$ cat config.mk
export PLATFORM = sky130hd
export DESIGN_NAME = muldiv_unit
export DESIGN_NICKNAME = d
export VERILOG_FILES = /design/src/rtl/muldiv_unit.sv
export SDC_FILE = /design/constraint.sdc
export NUM_CORES = 1
export LEC_CHECK = 0
export ABC_AREA = 1
export CAP_MARGIN = 20
export CORE_ASPECT_RATIO = 1.1
export CORE_MARGIN = 1
export CORE_UTILIZATION = 40
export CTS_BUF_LIST = sky130_fd_sc_hd__clkbuf_4
export DETAILED_ROUTE_END_ITERATION = 6
export GPL_TIMING_DRIVEN = 0
export PLACE_DENSITY = 0.71
export SLEW_MARGIN = 10
export SYNTH_ARGS = -nofsm -noshare
export SYNTH_HDL_FRONTEND = slang
export SYNTH_SLANG_ARGS = --single-unit
$ cat constraint.sdc
create_clock -name clk -period 3.55 [get_ports clk]
set_input_delay 0.71 -clock clk [delete_from_list [all_inputs] [get_ports clk]]
set_output_delay 0.71 -clock clk [all_outputs]
set_load 0.02 [all_outputs]
$ cat src/rtl/muldiv_unit.sv
// Iterative RV32M multiply/divide unit: shift-add multiply and restoring divide,
// one bit per clock, with single-edge fast paths for divide-by-zero and signed overflow.
module muldiv_unit #(
    parameter int XLEN  = 32,
    parameter int STEPS = 32
) (
    input  logic            clk,
    input  logic            reset,
    input  logic            start,
    input  logic [2:0]      funct3,
    input  logic [XLEN-1:0] rs1_din,
    input  logic [XLEN-1:0] rs2_din,
    output logic            busy,
    output logic            done,
    output logic [XLEN-1:0] result
);

    localparam int            CW   = $clog2(STEPS);
    localparam logic [CW-1:0] LAST = CW'(STEPS - 1);

    localparam logic [2:0] F_MUL    = 3'b000;
    localparam logic [2:0] F_MULH   = 3'b001;
    localparam logic [2:0] F_MULHSU = 3'b010;
    localparam logic [2:0] F_DIV    = 3'b100;
    localparam logic [2:0] F_REM    = 3'b110;

    typedef enum logic [1:0] {
        S_IDLE,
        S_CALC,
        S_DONE
    } state_t;

    state_t              state_q, state_d;
    logic [2:0]          op_q, op_d;
    logic [XLEN-1:0]     opa_q, opa_d;
    logic [XLEN-1:0]     opb_q, opb_d;
    logic                neg_q, neg_d;
    logic [2*XLEN-1:0]   acc_q, acc_d;
    logic [CW-1:0]       counter_q, counter_d;
    logic                busy_q, busy_d;
    logic                done_q, done_d;
    logic [XLEN-1:0]     result_q, result_d;

    logic                accept;
    logic                a_signed, b_signed;
    logic [XLEN-1:0]     a_mag, b_mag;
    logic                div_zero, div_ovf;
    logic [XLEN-1:0]     mul_addend;
    logic [XLEN:0]       mul_sum;
    logic [2*XLEN-1:0]   mul_next;
    logic [XLEN:0]       div_shift, div_sub;
    logic                div_ge;
    logic [2*XLEN-1:0]   div_next;
    logic [2*XLEN-1:0]   step_next;
    logic [2*XLEN-1:0]   prod_fix;
    logic [XLEN-1:0]     quot_fix, rem_fix;
    logic [XLEN-1:0]     final_val;

    // Operand conditioning on the accepting edge
    always_comb begin
        accept   = start && (state_q != S_CALC);
        a_signed = rs1_din[XLEN-1] &&
                   (funct3 == F_MULH || funct3 == F_MULHSU || funct3 == F_DIV || funct3 == F_REM);
        b_signed = rs2_din[XLEN-1] &&
                   (funct3 == F_MULH || funct3 == F_DIV || funct3 == F_REM);
        a_mag    = a_signed ? ('0 - rs1_din) : rs1_din;
        b_mag    = b_signed ? ('0 - rs2_din) : rs2_din;
        div_zero = funct3[2] && (rs2_din == '0);
        div_ovf  = funct3[2] && !funct3[0] &&
                   (rs1_din == {1'b1, {(XLEN-1){1'b0}}}) && (rs2_din == '1);
    end

    // One iteration step. Multiply keeps {product_hi, multiplier} in acc and shifts right;
    // divide keeps {remainder, dividend/quotient} in acc and shifts left.
    always_comb begin
        mul_addend = acc_q[0] ? opa_q : '0;
        mul_sum    = {1'b0, acc_q[2*XLEN-1:XLEN]} + {1'b0, mul_addend};
        mul_next   = {mul_sum, acc_q[XLEN-1:1]};

        div_shift  = {acc_q[2*XLEN-1:XLEN], acc_q[XLEN-1]};
        div_ge     = div_shift >= {1'b0, opb_q};
        div_sub    = div_shift - {1'b0, opb_q};
        div_next   = {(div_ge ? div_sub[XLEN-1:0] : div_shift[XLEN-1:0]),
                      acc_q[XLEN-2:0], div_ge};

        step_next  = op_q[2] ? div_next : mul_next;

        prod_fix   = neg_q ? ('0 - step_next) : step_next;
        quot_fix   = neg_q ? ('0 - step_next[XLEN-1:0]) : step_next[XLEN-1:0];
        rem_fix    = neg_q ? ('0 - step_next[2*XLEN-1:XLEN]) : step_next[2*XLEN-1:XLEN];

        if (op_q == F_MUL) begin
            final_val = step_next[XLEN-1:0];
        end else if (!op_q[2]) begin
            final_val = prod_fix[2*XLEN-1:XLEN];
        end else if (!op_q[1]) begin
            final_val = quot_fix;
        end else begin
            final_val = rem_fix;
        end
    end

    // Next-state logic
    always_comb begin
        state_d   = state_q;
        op_d      = op_q;
        opa_d     = opa_q;
        opb_d     = opb_q;
        neg_d     = neg_q;
        acc_d     = acc_q;
        counter_d = counter_q;
        busy_d    = busy_q;
        done_d    = 1'b0;
        result_d  = result_q;

        case (state_q)
            S_CALC: begin
                acc_d     = step_next;
                counter_d = counter_q + CW'(1);
                if (counter_q == LAST) begin
                    result_d = final_val;
                    state_d  = S_DONE;
                    busy_d   = 1'b0;
                    done_d   = 1'b1;
                end
            end
            S_DONE: begin
                state_d = S_IDLE;
            end
            default: begin
                state_d = S_IDLE;
            end
        endcase

        if (accept) begin
            op_d      = funct3;
            opa_d     = a_mag;
            opb_d     = b_mag;
            counter_d = '0;
            if (funct3[2] && funct3[1]) begin
                neg_d = a_signed;
            end else if (funct3 == F_MULHSU) begin
                neg_d = a_signed;
            end else begin
                neg_d = a_signed ^ b_signed;
            end
            if (div_zero) begin
                result_d = funct3[1] ? rs1_din : '1;
                state_d  = S_DONE;
                busy_d   = 1'b0;
                done_d   = 1'b1;
            end else if (div_ovf) begin
                result_d = funct3[1] ? '0 : {1'b1, {(XLEN-1){1'b0}}};
                state_d  = S_DONE;
                busy_d   = 1'b0;
                done_d   = 1'b1;
            end else begin
                acc_d   = {{XLEN{1'b0}}, (funct3[2] ? a_mag : b_mag)};
                state_d = S_CALC;
                busy_d  = 1'b1;
                done_d  = 1'b0;
            end
        end
    end

    always_ff @(posedge clk) begin
        if (reset) begin
            state_q   <= S_IDLE;
            op_q      <= '0;
            opa_q     <= '0;
            opb_q     <= '0;
            neg_q     <= 1'b0;
            acc_q     <= '0;
            counter_q <= '0;
            busy_q    <= 1'b0;
            done_q    <= 1'b0;
            result_q  <= '0;
        end else begin
            state_q   <= state_d;
            op_q      <= op_d;
            opa_q     <= opa_d;
            opb_q     <= opb_d;
            neg_q     <= neg_d;
            acc_q     <= acc_d;
            counter_q <= counter_d;
            busy_q    <= busy_d;
            done_q    <= done_d;
            result_q  <= result_d;
        end
    end

    assign busy   = busy_q;
    assign done   = done_q;
    assign result = result_q;

endmodule

Yosys cells after proc, flatten, opt, wreduce, memory -nomap -nowiden

Cells that the tools add are included.

Register bits after elaboration: 173
Bits of input ports: 70
Output and inout port bits: 34
Logic and storage cells: 90

Add/sub/neg operators: 8
$lt $le $gt $ge: 1
Eq/ne operators: 10
Muxes and demuxes: 40
Bitwise operators: 1
Reductions and logical operators: 20

Operators by type and width:

| kind                    | number |
|---|---|
| $mux W32                | 17 |
| $mux W64                | 6 |
| $sub A1 B32 Y32 const A | 4 |
| $eq A32 B32 Y1 const B  | 2 |
| $sub A1 B64 Y64 const A | 1 |
| $add A32 B32 Y33        | 1 |
| $ge A33 B32 Y1          | 1 |
| $logic_not A32 Y1       | 1 |
| $sub A32 B32 Y32        | 1 |
| $mux W1                 | 12 |
| $mux W2                 | 5 |
| $logic_and A1 B1 Y1     | 8 |
| $eq A3 B3 Y1 const B    | 2 |
| $add A5 B1 Y5 const B   | 1 |
| $eq A5 B5 Y1 const B    | 1 |
| $logic_or A1 B1 Y1      | 5 |
| $reduce_bool A2 Y1      | 2 |
| $eq A3 B1 Y1 const B    | 1 |
| $eq A3 B2 Y1 const B    | 1 |
| $logic_not A3 Y1        | 1 |
| $ne A3 B3 Y1 const B    | 1 |
| $eq A2 B1 Y1 const B    | 1 |
| $ne A2 B1 Y1 const B    | 1 |
| $reduce_and A2 Y1       | 1 |
| 3 further kinds         | 3 |

Logic depth before layout (Yosys ltp)

Word-level depth: 13
Gate-level depth with buffers: 36
Mapped depth without buffers: 36

Worst setup path after synthesis

Ideal clock, no wire load.

Path type: reg2reg
Start: reg opb_q[8]
End: reg result_q[14], in the netlist result[14]
Library setup time: 0.128 ns
Arrival time: 3.625 ns
Required time: 3.422 ns
Path slack: -0.203 ns
Cell stages (with the launch flop): 35
Path buffers: 0
Clock period less this slack: 3.753 ns
Cells stage by stage: dfxtp_1 > inv_1 > ha_1 > nand2_2 > inv_2 > nand2_1 > nand2_1 > inv_2 > nand3_2 > nand2_2 > nand2_4 > nand2_8 > nand2_8 > nor2_4 > inv_2 > nand2_4 > ha_1 > inv_1 > nor3_2 > nand2_1 > nor2_2 > nand2_2 > nor2_1 > nand2_1 > nor3_2 > nand2_2 > nand2_4 > inv_2 > nor2_2 > nand2_1 > xor2_1 > nand2_1 > nand3_1 > a21oi_1 > nor2_1

Cells in the longest elaborated chain, start to end: 13
Elaborated cells on any way between the ends: 18
Classes of those cells: 4 x add/sub; 1 x order compare; 13 x mux

RTL lines:

| item                                                      | line   | RTL |
|---|---|---|
| start, declared                                           | 36     | `logic [XLEN-1:0] opb_q, opb_d;` |
| start signal, assigned                                    | 182    | `opb_q <= opb_d;` |
| $sub A32 B32 Y32 / $ge A33 B32 Y1 (equally long branches) | 82, 81 |  |
| $mux W32                                                  | 83     | `div_next = {(div_ge ? div_sub[XLEN-1:0] : div_shift[XLEN-1:0]),` |
| $mux W64 *                                                | 86     | `step_next = op_q[2] ? div_next : mul_next;` |
| $sub A1 B32 Y32                                           | 90     | `rem_fix = neg_q ? ('0 - step_next[2*XLEN-1:XLEN]) : step_next[2*XLEN-1:XLEN];` |
| $mux W32                                                  | 90     |  |
| $mux W32                                                  | 96     | `end else if (!op_q[1]) begin` |
| $mux W32 *                                                | 94     | `end else if (!op_q[2]) begin` |
| $mux W32 *                                                | 92     | `if (op_q == F_MUL) begin` |
| $mux W32 *                                                | 120    | `if (counter_q == LAST) begin` |
| $mux W32 *                                                | 116    | `case (state_q)` |
| $mux W32                                                  | 152    | `end else if (div_ovf) begin` |
| $mux W32                                                  | 147    | `if (div_zero) begin` |
| $mux W32 *                                                | 135    | `if (accept) begin` |
| end signal, assigned                                      | 188    | `result_q <= result_d;` |
| end, declared                                             | 42     | `logic [XLEN-1:0] result_q, result_d;` |

Every way passes the cells marked *; elsewhere a longest branch is shown, timed or not.
A chain may end at the register's enable or synchronous reset.

Worst setup path after layout

Start: reg acc_q[38]
End: reg result_q[14], in the netlist result[14]

Cells in the longest elaborated chain, start to end: 13
Elaborated cells on any way between the ends: 19
Classes of those cells: 5 x add/sub; 1 x order compare; 13 x mux

RTL lines:

| item                                                      | line   | RTL |
|---|---|---|
| start, declared                                           | 38     | `logic [2*XLEN-1:0] acc_q, acc_d;` |
| start signal, assigned                                    | 173    | `acc_q <= '0;` |
| start signal, assigned                                    | 184    | `acc_q <= acc_d;` |
| $sub A32 B32 Y32 / $ge A33 B32 Y1 (equally long branches) | 82, 81 |  |
| $mux W32                                                  | 83     |  |
| $mux W64 *                                                | 86     |  |
| $sub A1 B32 Y32                                           | 90     |  |
| $mux W32                                                  | 90     |  |
| $mux W32                                                  | 96     |  |
| $mux W32 *                                                | 94     |  |
| $mux W32 *                                                | 92     |  |
| $mux W32 *                                                | 120    |  |
| $mux W32 *                                                | 116    |  |
| $mux W32                                                  | 152    |  |
| $mux W32                                                  | 147    |  |
| $mux W32 *                                                | 135    |  |

Marked as above.

==> results.toml <==
[finish]
nFillCells = 4779
synthToLayoutAreaGrowth_pct = 27.5
final_util_pct = 51.9
layout-drive-gt1-share_pct = 20.6
final_nets = 3655

[min_path]
hold_class = "input pin to register"

[place]
portBuffers = 102
hpwl_um = 71600
place.gp.congestion = 1.07

[synth]
ys_async_sr_fraction_pct = 0
synth_top_area_share_pct = 18.6
synth-seq-area-share_pct = 18.6
ys.flop_type = "dfxtp_1"
synth_edf_count = 0
yosys_register_bits = 173
netlist_instances = 3296
synth_area_leaders = "dfxtp_1, nand2_1, inv_1"
yosysWarnings = 0
avgSynthCellArea_um2 = 5.65
yosys.area.top_type = "dfxtp_1"
synth_fp_nets = 3439
synth_area_mm2 = 0.0186
yosysUniqueCellTypes = 61

[route]
dr.pass1.iters = 6
wirelength_um = 89800
ant_nets = 0
vias = 23400
wl_per_cell_um = 21.8
drt_iter0_drc = 2814
drc = 0
viasPerCell = 5.68

[sta]
fin_ws_ps = -598
fmax_mhz = 241
rsz0062_at_grt = "yes"
hold_viol = 0
relSlewSlack_pct = 28.3
finalCritPeriodShare_pct = 117
tightest_slew_ps = 1060
setup_violations = 28
finClkSkew_ps = 31.4
slew_violations = 0
finalCriticalPeriod_ps = 4150

[power]
power_density_mw_per_mm2 = 387
pwr-share-clk_pct = 14.1
power_frac_comb_pct = 61.1
p_int_mw = 4.44
power.switching_mw = 4.74
ir_worst_vdd_mv = 0.262
p_seq_share_pct = 24.8
p_total_mw = 9.18
power.share.switching_pct = 51.6
p_leak_nw = 11.2

[global_routing]
grt-ovfl-total = 0
grt_max_degree = 17
grt_antenna_before_repair = 1
grt_pass1_vias = 21500
grt_use_total_pct = 36.7
grt_pass1_wl_um = 131000

[worst_setup_path]
end_kind = "register"
cp_data_arrival_time_ps = 4700
cp_slowest_cell = "dfxtp_2"
startpoint_type = "register"
critPathMaxFanout = 4
cpPeakStageDelay_ps = 480
required_ps = 4100
path_common_cell = "nand2_2"
critical_path_class = "register to register"

[floorplan]
dieArea_mm2 = 0.0474
initial_core_util_pct = 40.7
rows = 82
fp.dieW_um = 208
fp.dieH_um = 228
design.core.area_mm2 = 0.0458
ios = 104

[clock_tree]
cts.htree.levels = 4
cts_tree = "done"
numCtsBuffers = 17
clk_pin_slew_ps = 160
cts_buffer_depth = 2
clock_latency_ps = 670
clkSinkCount = 173
cts_root_buffer = "clkbuf_4"

[outcome]
status = "complete, but fails checks"
failed_checks = "setup timing"

[run]
maxCapViolCount = 0
[cell usage in the layout, fill, tap and decap left out, types with 37 or more instances in the layout]
master,synthesis,final
a21oi_1,167,134
buf_4,4,84
clkbuf_1,83,76
clkdlybuf4s50_1,0,100
dfxtp_1,173,120
ha_4,0,51
inv_1,477,439
inv_2,17,43
nand2_1,907,810
nand2_2,24,109
nand3_1,265,210
nand3_2,18,57
nand4_1,60,60
nor2_1,365,323
nor2_2,30,37
nor2_4,7,42
o21ai_0,251,226
xor2_1,58,54
[cell usage after synthesis, types with 6 or more instances]
library cell,number
or2_2,9
a21oi_1,167
and2_1,8
buf_1,12
ha_1,71
a221oi_1,8
a21oi_2,6
buf_6,9
nor3_1,31
o21ai_2,12
inv_2,17
buf_2,18
o22ai_1,22
nand3b_1,11
xnor2_1,25
nor4_1,9
o21ai_1,24
nor2_1,365
o211ai_1,20
nand2_2,24
o21ai_0,251
nor2_2,30
xor2_1,58
o21bai_1,9
nand2_1,907
dfxtp_1,173
nand3_1,265
a31oi_1,8
inv_1,477
nor2_4,7
nand3_2,18
clkbuf_1,83
a211oi_1,25
nand4_1,60
[flip-flops by register name, summed over array words and instances (netlist names)]
register and flops:
opa_q 32, busy 1, acc_q 64, counter_q 5
result 32, opb_q 32, state_q 2, op_q 3
neg_q 1, done 1
[power by group through the flow]
stage,clock (mW),sequential [mW],combinational [mW]
final,1.29,2.28,5.61
after global routing,1.37,2.29,5.96
after CTS,1.28,2.26,5.01
after detailed placement,0,2.29,4.56
after global placement,0,2.29,4.55
after floorplan,0,2.22,3.11
[kinds of logic (layout without fill, tap and decap cells)]
family | after synthesis | in the layout | share of synthesized area, %
AND/OR/NAND/NOR | 1770 | 1770 | 41.9
buffers and inverters | 625 | 853 | 13.3
AO/OA/AOI/OAI | 571 | 571 | 17.2
flip-flops | 173 | 173 | 18.6
XOR/XNOR | 83 | 83 | 3.90
adder cells (fa/ha/maj) | 73 | 73 | 4.99
multiplexers | 1 | 1 | 0.0739
other | 0 | 1 | 0
[path summary, 6_finish.rpt]
kind | startpoint | endpoint | slack [ps] | depth (start not counted)
max | acc_q[38]$_SDFF_PP0_ | result[14]$_SDFF_PP0_ | -600 | 33
min | rs1_din[0] | opa_q[0]$_SDFFE_PP0P_ | 450 | 3
max reg2reg | acc_q[38]$_SDFF_PP0_ | result[14]$_SDFF_PP0_ | -600 | 33
min reg2reg | counter_q[4]$_SDFFE_PP0P_ | counter_q[4]$_SDFFE_PP0P_ | 480 | 2
[worst max-delay path, delay by kind of cell (launching register included)]
kind,cells,cell delay (ps)
compound gates,1,150
xor+xnor,1,170
fa+ha+maj,2,410
buf+inv,5,260
flops,1,480
simple gates,24,2550
[final cells by class]
type	instances	area (um2)	area share, %
multi-input combinational	2498	14700	62.0
sequential	173	3590	15.1
inverter	497	1900	8.02
timing repair buffer	198	1820	7.65
tap	588	736	3.10
buffer	127	656	2.76
clock inverter	14	185	0.780
clock buffer	17	128	0.538
antenna	1	2.50	0.0105
[metrics by stage]
stage | hold WS (ps) | TNS, ps | worst slack (ps) | std cells | instance area, um2
finish | 448 | -9780 | -598 | 4113 | 23700
CTS | 482 | -4960 | -359 | 4083 | 22700
global placement | 458 | -88750 | -1410 | 3986 | 20800
global route | 446 | -13160 | -708 | 4113 | 23700
floorplan | 445 | -108 | -90.4 | 3296 | 19100
detailed placement | 459 | -85080 | -1360 | 3986 | 20800
[layer usage]
metal / up-vias / GRT usage, % / share of wire (%)
met5: - / 0 / 0
met4: 0 / 29.8 / 9.4
met3: 369 / 5.17 / 8.4
met2: 1360 / 57.7 / 43
met1: 10600 / 44.8 / 39
li1: 11100 / - / -
[repair_timing]
| action | CTS | global route |
|---|---|---|
| pin swaps | 78 | 62 |
| hold buffers | 0 | 0 |
| endpoints found under the setup margin | 84 | 84 |
| setup buffers | 67 | 31 |
| resized for setup | 335 | 211 |
| cloned | 0 | 0 |
Note: power is estimated with default switching activity, not from simulation.
